$ cat src/rtl/uart_pkg.sv
// ============================================================================
// Module      : uart_pkg
// Description : Shared types and constants for the UART transmit scheduler.
// Revision    : 1.0  initial release
// ============================================================================
`default_nettype none

package uart_pkg;

  typedef enum logic [1:0] {
    ST_IDLE  = 2'd0,
    ST_GRANT = 2'd1,
    ST_SEND  = 2'd2,
    ST_GAP   = 2'd3
  } state_e;

  localparam logic REQ_HOST = 1'b0;
  localparam logic REQ_ECHO = 1'b1;

  localparam int DEF_BITWIDTH  = 8;
  localparam int DEF_GAP_TICKS = 2;

endpackage

`default_nettype wire

$ cat src/rtl/uart_baud_gen.sv
// ============================================================================
// Module      : uart_baud_gen
// Description : Free-running down-counter emitting one baud_tick per
//               baud_val+1 cycles; a new baud_val is picked up on reload.
// Revision    : 1.0  initial release
// ============================================================================
`default_nettype none

module uart_baud_gen
  import uart_pkg::*;
#(
  parameter int BITWIDTH = DEF_BITWIDTH
) (
  input  logic                pclk,
  input  logic                preset,
  input  logic [BITWIDTH-1:0] baud_val,
  output logic                baud_tick
);

  localparam logic [BITWIDTH-1:0] CNT_ONE = {{(BITWIDTH-1){1'b0}}, 1'b1};

  logic [BITWIDTH-1:0] cnt_q, cnt_d;
  logic                tick_q, tick_d;

  always_comb begin
    cnt_d  = cnt_q - CNT_ONE;
    tick_d = 1'b0;
    if (cnt_q == '0) begin
      cnt_d  = baud_val;
      tick_d = 1'b1;
    end
  end

  always_ff @(posedge pclk) begin
    if (preset) begin
      cnt_q  <= '0;
      tick_q <= 1'b0;
    end else begin
      cnt_q  <= cnt_d;
      tick_q <= tick_d;
    end
  end

  assign baud_tick = tick_q;

endmodule

`default_nettype wire

$ cat src/rtl/uart_tx_sched.sv
// ============================================================================
// Module      : uart_tx_sched
// Description : Round-robin scheduler sharing one UART TX shifter between the
//               host and echo sources; sequences GRANT/SEND/GAP per byte.
//               UART_ECHO_ARB_EN enables the echo requester.
// Revision    : 1.0  initial release
// ============================================================================
`default_nettype none

module uart_tx_sched
  import uart_pkg::*;
#(
  parameter int BITWIDTH  = DEF_BITWIDTH,
  parameter int GAP_TICKS = DEF_GAP_TICKS
) (
  input  logic                pclk,
  input  logic                preset,
  input  logic [BITWIDTH-1:0] baud_val,
  output logic                baud_tick,
  input  logic                host_valid,
  input  logic [BITWIDTH-1:0] host_data,
  output logic                host_ready,
  input  logic                echo_valid,
  input  logic [BITWIDTH-1:0] echo_data,
  output logic                echo_ready,
  output logic                tx_start,
  output logic [BITWIDTH-1:0] tx_data,
  input  logic                tx_done,
  output logic                TX_RDY,
  output logic [7:0]          tx_count
);

  localparam logic [3:0] GAP_LOAD = 4'(GAP_TICKS);
  localparam logic [3:0] GAP_ONE  = 4'd1;
  localparam logic [7:0] CNT_ONE  = 8'd1;

  state_e              state_q, state_d;
  logic [BITWIDTH-1:0] data_q, data_d;
  logic [7:0]          count_q, count_d;
  logic [3:0]          gap_q, gap_d;
  logic                w_req_any;
  logic [BITWIDTH-1:0] w_winner_data;

  uart_baud_gen #(
    .BITWIDTH (BITWIDTH)
  ) u_baud_gen (
    .pclk      (pclk),
    .preset    (preset),
    .baud_val  (baud_val),
    .baud_tick (baud_tick)
  );

`ifdef UART_ECHO_ARB_EN
  logic last_q, last_d;
  logic w_winner;

  // On a tie the source that was not served last wins.
  always_comb begin
    w_winner = REQ_HOST;
    if (host_valid && echo_valid) begin
      w_winner = (last_q == REQ_HOST) ? REQ_ECHO : REQ_HOST;
    end else if (echo_valid) begin
      w_winner = REQ_ECHO;
    end
  end

  assign w_req_any     = host_valid | echo_valid;
  assign w_winner_data = (w_winner == REQ_ECHO) ? echo_data : host_data;

  always_comb begin
    last_d = last_q;
    if ((state_q == ST_IDLE) && w_req_any) begin
      last_d = w_winner;
    end
  end

  always_ff @(posedge pclk) begin
    if (preset) begin
      last_q <= REQ_ECHO;
    end else begin
      last_q <= last_d;
    end
  end

  assign host_ready = (state_q == ST_GRANT) && (last_q == REQ_HOST);
  assign echo_ready = (state_q == ST_GRANT) && (last_q == REQ_ECHO);
`else
  logic w_unused_echo;

  assign w_unused_echo = ^{echo_valid, echo_data};
  assign w_req_any     = host_valid;
  assign w_winner_data = host_data;
  assign host_ready    = (state_q == ST_GRANT);
  assign echo_ready    = 1'b0;
`endif

  always_comb begin
    state_d = state_q;
    data_d  = data_q;
    count_d = count_q;
    gap_d   = gap_q;
    case (state_q)
      ST_IDLE: begin
        if (w_req_any) begin
          state_d = ST_GRANT;
          data_d  = w_winner_data;
        end
      end
      ST_GRANT: state_d = ST_SEND;
      ST_SEND: begin
        if (tx_done) begin
          count_d = count_q + CNT_ONE;
          gap_d   = GAP_LOAD;
          state_d = ST_GAP;
        end
      end
      ST_GAP: begin
        if (baud_tick) begin
          gap_d = gap_q - GAP_ONE;
          if (gap_q == GAP_ONE) begin
            state_d = ST_IDLE;
          end
        end
      end
      default: state_d = ST_IDLE;
    endcase
  end

  always_ff @(posedge pclk) begin
    if (preset) begin
      state_q <= ST_IDLE;
      data_q  <= '0;
      count_q <= '0;
      gap_q   <= '0;
    end else begin
      state_q <= state_d;
      data_q  <= data_d;
      count_q <= count_d;
      gap_q   <= gap_d;
    end
  end

  assign tx_start = (state_q == ST_GRANT);
  assign tx_data  = data_q;
  assign tx_count = count_q;
  assign TX_RDY   = (state_q == ST_IDLE) && !w_req_any;

endmodule

`default_nettype wire

$ cat config.mk
export PLATFORM = sky130hd
export DESIGN_NAME = uart_tx_sched
export DESIGN_NICKNAME = d
export VERILOG_FILES = /design/src/rtl/uart_pkg.sv /design/src/rtl/uart_baud_gen.sv /design/src/rtl/uart_tx_sched.sv
export SDC_FILE = /design/constraint.sdc
export NUM_CORES = 1
export LEC_CHECK = 0
export BUFFER_PORTS_ARGS = -buffer_cell sky130_fd_sc_hd__buf_2
export CAP_MARGIN = 20
export CORE_MARGIN = 1.5
export CORE_UTILIZATION = 53
export CTS_CLUSTER_DIAMETER = 100
export CTS_CLUSTER_SIZE = 24
export DETAILED_ROUTE_END_ITERATION = 10
export PLACE_DENSITY = 0.79
export SLEW_MARGIN = 20
export SYNTH_ARGS = -nofsm -noshare
export SYNTH_HDL_FRONTEND = slang
export SYNTH_SLANG_ARGS = --single-unit
$ cat constraint.sdc
create_clock -name pclk -period 2.71 [get_ports pclk]
set_clock_uncertainty 0.05 [all_clocks]
set_input_delay 0.1355 -clock pclk [delete_from_list [all_inputs] [get_ports pclk]]
set_output_delay 0.1355 -clock pclk [all_outputs]
set_load 0.01 [all_outputs]
==> results by group <==
Run status
  – Outcome: finished clean

Detailed routing
  – Routed WL per cell: 13.8 µm
  – Detailed Route WL: 3470 µm
  – Count of unresolved DRC violations after routing: 0
  – Average via count per standard cell: 5.83
  – Total number of vias: 1469
  – Number of detailed-route iterations in the first pass: 4
  – Violation count after the first detailed-route iteration: 68
  – Final antenna-violating net count: 0

Timing
  – Maximum frequency from static timing analysis: 548 MHz
  – Time the final worst path needs with I/O delays and setup: 1.83 ns
  – Unrepaired setup endpoints after global routing: no
  – Fin Setup TNS: 0 ns
  – Portion of the clock cycle consumed by the worst path in the final layout: 0.674
  – Final setup fails: 0
  – Worst Tran Pin Value: 0.499 ns
  – Number of hold-slack violations in the final timing report: 0
  – Slew Limit Fails: 0
  – Slew HR: 0.664

Floorplan
  – Vertical die dimension: 56.9 µm
  – Core area: 2760 µm²
  – Count of standard-cell rows: 19
  – Area of the die: 3240 µm²
  – I/O pins: 50
  – Effective utilization at floorplan: 0.558
  – Horizontal extent of the die: 56.9 µm

Global route
  – Grt ovf: 0
  – Largest net degree at the start of global routing: 27
  – First-pass GRT wire length: 5920 µm
  – Initial antenna violation count: 0
  – Overall track demand over capacity in global routing: 0.234
  – Vias in the first global route: 1443

Placement
  – Port buffer count: 39
  – Cell count after placement: 239
  – Weighted congestion reported at the end of routability-driven placement: 0.802
  – Post-placement cell area: 1730 µm²
  – Sum of net half-perimeters after detailed placement: 2470 µm

CTS
  – Root Buffer Master: sky130_fd_sc_hd__clkbuf_4
  – Depth of the CTS H-tree: 2
  – Clock tree from TritonCTS: yes
  – Clock slew seen by the registers of the worst setup and hold paths: 0.10 ns
  – Clk sink count: 31
  – Clk buf depth: 2
  – Post-CTS resize count: 0
  – Number of buffers created by CTS: 5
  – Clock latency on the worst-skew pair: 0.33 ns

Logic synthesis
  – Basic-gate share of the synthesized area counting and, or, nand and nor cells: 0.248
  – Top post-synthesis cells by count: sky130_fd_sc_hd__dfxtp_1, sky130_fd_sc_hd__a21oi_1, sky130_fd_sc_hd__nand2_1
  – Per-instance average area after synthesis: 8.60 µm²
  – Share of the synthesized area in compound gates (AO/OA/AOI/OAI): 0.173
  – Fraction of registers with async set/reset: 0
  – Instance count of the mapped netlist: 179
  – XOR/XNOR Fraction of Synth Area: 0.0285
  – Number of synthesized flops with an enable pin: 0
  – Number of distinct library cells after synthesis: 39
  – Multiplexer fraction of the synthesized cell area: 0.0195
  – Number of flip-flops and latches in the synthesized netlist: 31
  – Post-Syn Area: 1540 µm²
  – Leading register cell type out of synthesis: sky130_fd_sc_hd__dfxtp_1
  – Total nets after synthesis: 217
  – Largest family of logic cells by synthesized area: simple AND/OR/NAND/NOR gates
  – Top post-synthesis cells by area: sky130_fd_sc_hd__dfxtp_1, sky130_fd_sc_hd__ha_1, sky130_fd_sc_hd__a21oi_1
  – Portion of synthesized cell area occupied by the leading cell type: 0.403
  – Cell with the most instances after synthesis: sky130_fd_sc_hd__dfxtp_1
  – Syn. warnings: 0
  – Area share of fa/ha/maj cells after synthesis: 0.0732
  – Sequential fraction of the synthesis area: 0.403
  – Dominant cell type by area after synthesis: sky130_fd_sc_hd__dfxtp_1

Worst setup path
  – Arrival time of data at the critical path endpoint: 2.04 ns
  – Crit path capture type: flip-flop
  – Startpoint type of the worst setup path: flip-flop
  – Type of the worst setup path: flip-flop to flip-flop
  – CP Data Required Time: 2.93 ns
  – Register-to-register setup slack: 0.88 ns
  – Crit Path Max Fanout: 10

Worst hold path
  – Hold/Removal Path Class: input pin to flip-flop

Power and ir drop
  – Sw Ratio: 0.391
  – Comb power frac: 0.407
  – Internal Power: 0.000967 W
  – Power per unit of standard cell area: 861 nW/µm²
  – Standby leakage power: 0.761 nW
  – Sequential cell fraction of total power: 0.420
  – Maximum vdd drop: 0.658 mV
  – Switching power summed over all nets: 0.000621 W
  – Proportion of power drawn by the clock network: 0.173

Layout
  – Final non-filler cell total: 252
  – Final cell area excluding filler cells: 1840 µm²
  – Share of the core filled with cells: 0.668
  – Number of nets in the final layout: 259
  – Proportion of layout cells with a drive suffix above 1: 0.222
  – Count of antenna diodes in the layout: 0
  – Area Growth Syn to Fin: 19.8%

Job
  – Maximum capacitance violations: 0
[path summary, 6_finish.rpt]
path,from,endpoint,cells after the start
setup / recovery,state_q[0],tx_count[7],5
hold / removal,host_data[0],tx_data[0],3
setup reg to reg,state_q[0],tx_count[7],5
hold reg to reg,tx_data[4],tx_data[4],2
[routing by layer]
metal	routed length (µm)	vias to the layer above	GRT usage
met3	205	7	0.0783
li1	-	732	-
met4	51	0	0.0963
met2	1730	50	0.399
met1	1480	680	0.264
met5	0	-	0
[cell type report]
class / instances / area [µm²]
clock inverter: 1 / 5.00
sequential: 31 / 621
timing repair buffer: 45 / 255
inverter: 9 / 33.8
clock buffer: 6 / 51.3
tap: 31 / 38.8
multi-input combinational: 129 / 838
fill: 224 / 915
[sequential cells by signal, summed over array words and instances, names as in the netlist]
signal                flops
tx_data                   8
u_baud_gen.cnt_q          8
state_q                   2
u_baud_gen.baud_tick      1
tx_count                  8
gap_q                     4
[worst max-delay path, stage by stage, from the launching register on]
cell and delay [ns]:
sky130_fd_sc_hd__dfxtp_1 0.34, sky130_fd_sc_hd__inv_1 0.10, sky130_fd_sc_hd__ha_1 0.35, sky130_fd_sc_hd__nand3_1 0.24, sky130_fd_sc_hd__or4_1 0.55, sky130_fd_sc_hd__a21oi_1 0.14
[power by group through the flow]
stage / Combinational, W / Sequential, W / Clock, W
after floorplan: 0.000494 / 0.000661 / 0
after global placement: 0.000600 / 0.000663 / 0
after detailed placement: 0.000635 / 0.000673 / 0
after CTS: 0.000642 / 0.000663 / 0.000284
after global routing: 0.000733 / 0.000681 / 0.000304
final: 0.000646 / 0.000667 / 0.000274
[metrics by stage]
step                      hold WS (ns)  worst slack [ns]  power [W]
final                           0.0204             0.884    0.00159
after global routing           0.00886             0.691    0.00172
after CTS                      0.00182             0.879    0.00159
after detailed placement         0.353             0.900    0.00131
after global placement           0.340             0.950    0.00126
after floorplan                  0.233              1.09    0.00116
[what timing repair did]
| item | 4_1_cts | 5_1_grt |
|---|---|---|
| buffers inserted | 0 | 0 |
| hold endpoints to repair | 3 | 3 |
| hold buffers | 3 | 3 |
[kinds of logic (layout without fill, tap and decap cells)]
logic type                 Yosys count  in the layout
DFF                                 31             31
other                                1              1
xor gates and xnor gates             5              5
AOI/OAI and AO/OA                   41             41
buffers and inverters               19             61
adders and majority gates            9              9
and+or+nand+nor                     70             70
muxes                                3              3
[layout by cell type, fill, tap and decap left out, types with 2 or more instances in the layout]
| cell type | count |
|---|---|
| sky130_fd_sc_hd__nor2b_1 | 4 |
| sky130_fd_sc_hd__nand2b_1 | 2 |
| sky130_fd_sc_hd__o21ai_0 | 3 |
| sky130_fd_sc_hd__nor3_1 | 6 |
| sky130_fd_sc_hd__or3b_2 | 2 |
| sky130_fd_sc_hd__mux2i_1 | 3 |
| sky130_fd_sc_hd__dlygate4sd3_1 | 6 |
| sky130_fd_sc_hd__ha_1 | 9 |
| sky130_fd_sc_hd__dfxtp_1 | 31 |
| sky130_fd_sc_hd__o211ai_1 | 2 |
| sky130_fd_sc_hd__nand3b_1 | 3 |
| sky130_fd_sc_hd__a211oi_1 | 5 |
| sky130_fd_sc_hd__nand2_1 | 16 |
| sky130_fd_sc_hd__xor2_1 | 2 |
| sky130_fd_sc_hd__buf_2 | 39 |
| sky130_fd_sc_hd__or4_1 | 4 |
| sky130_fd_sc_hd__a41oi_1 | 2 |
| sky130_fd_sc_hd__nand3_1 | 15 |
| sky130_fd_sc_hd__xnor2_1 | 3 |
| sky130_fd_sc_hd__clkbuf_4 | 5 |
| sky130_fd_sc_hd__a21oi_1 | 17 |
| sky130_fd_sc_hd__nand4_1 | 3 |
| sky130_fd_sc_hd__nor2_1 | 4 |
| sky130_fd_sc_hd__nor4_1 | 3 |
| sky130_fd_sc_hd__or3_1 | 4 |
| sky130_fd_sc_hd__o31ai_1 | 7 |
| sky130_fd_sc_hd__inv_1 | 8 |
(Power assumes the default switching activity.)
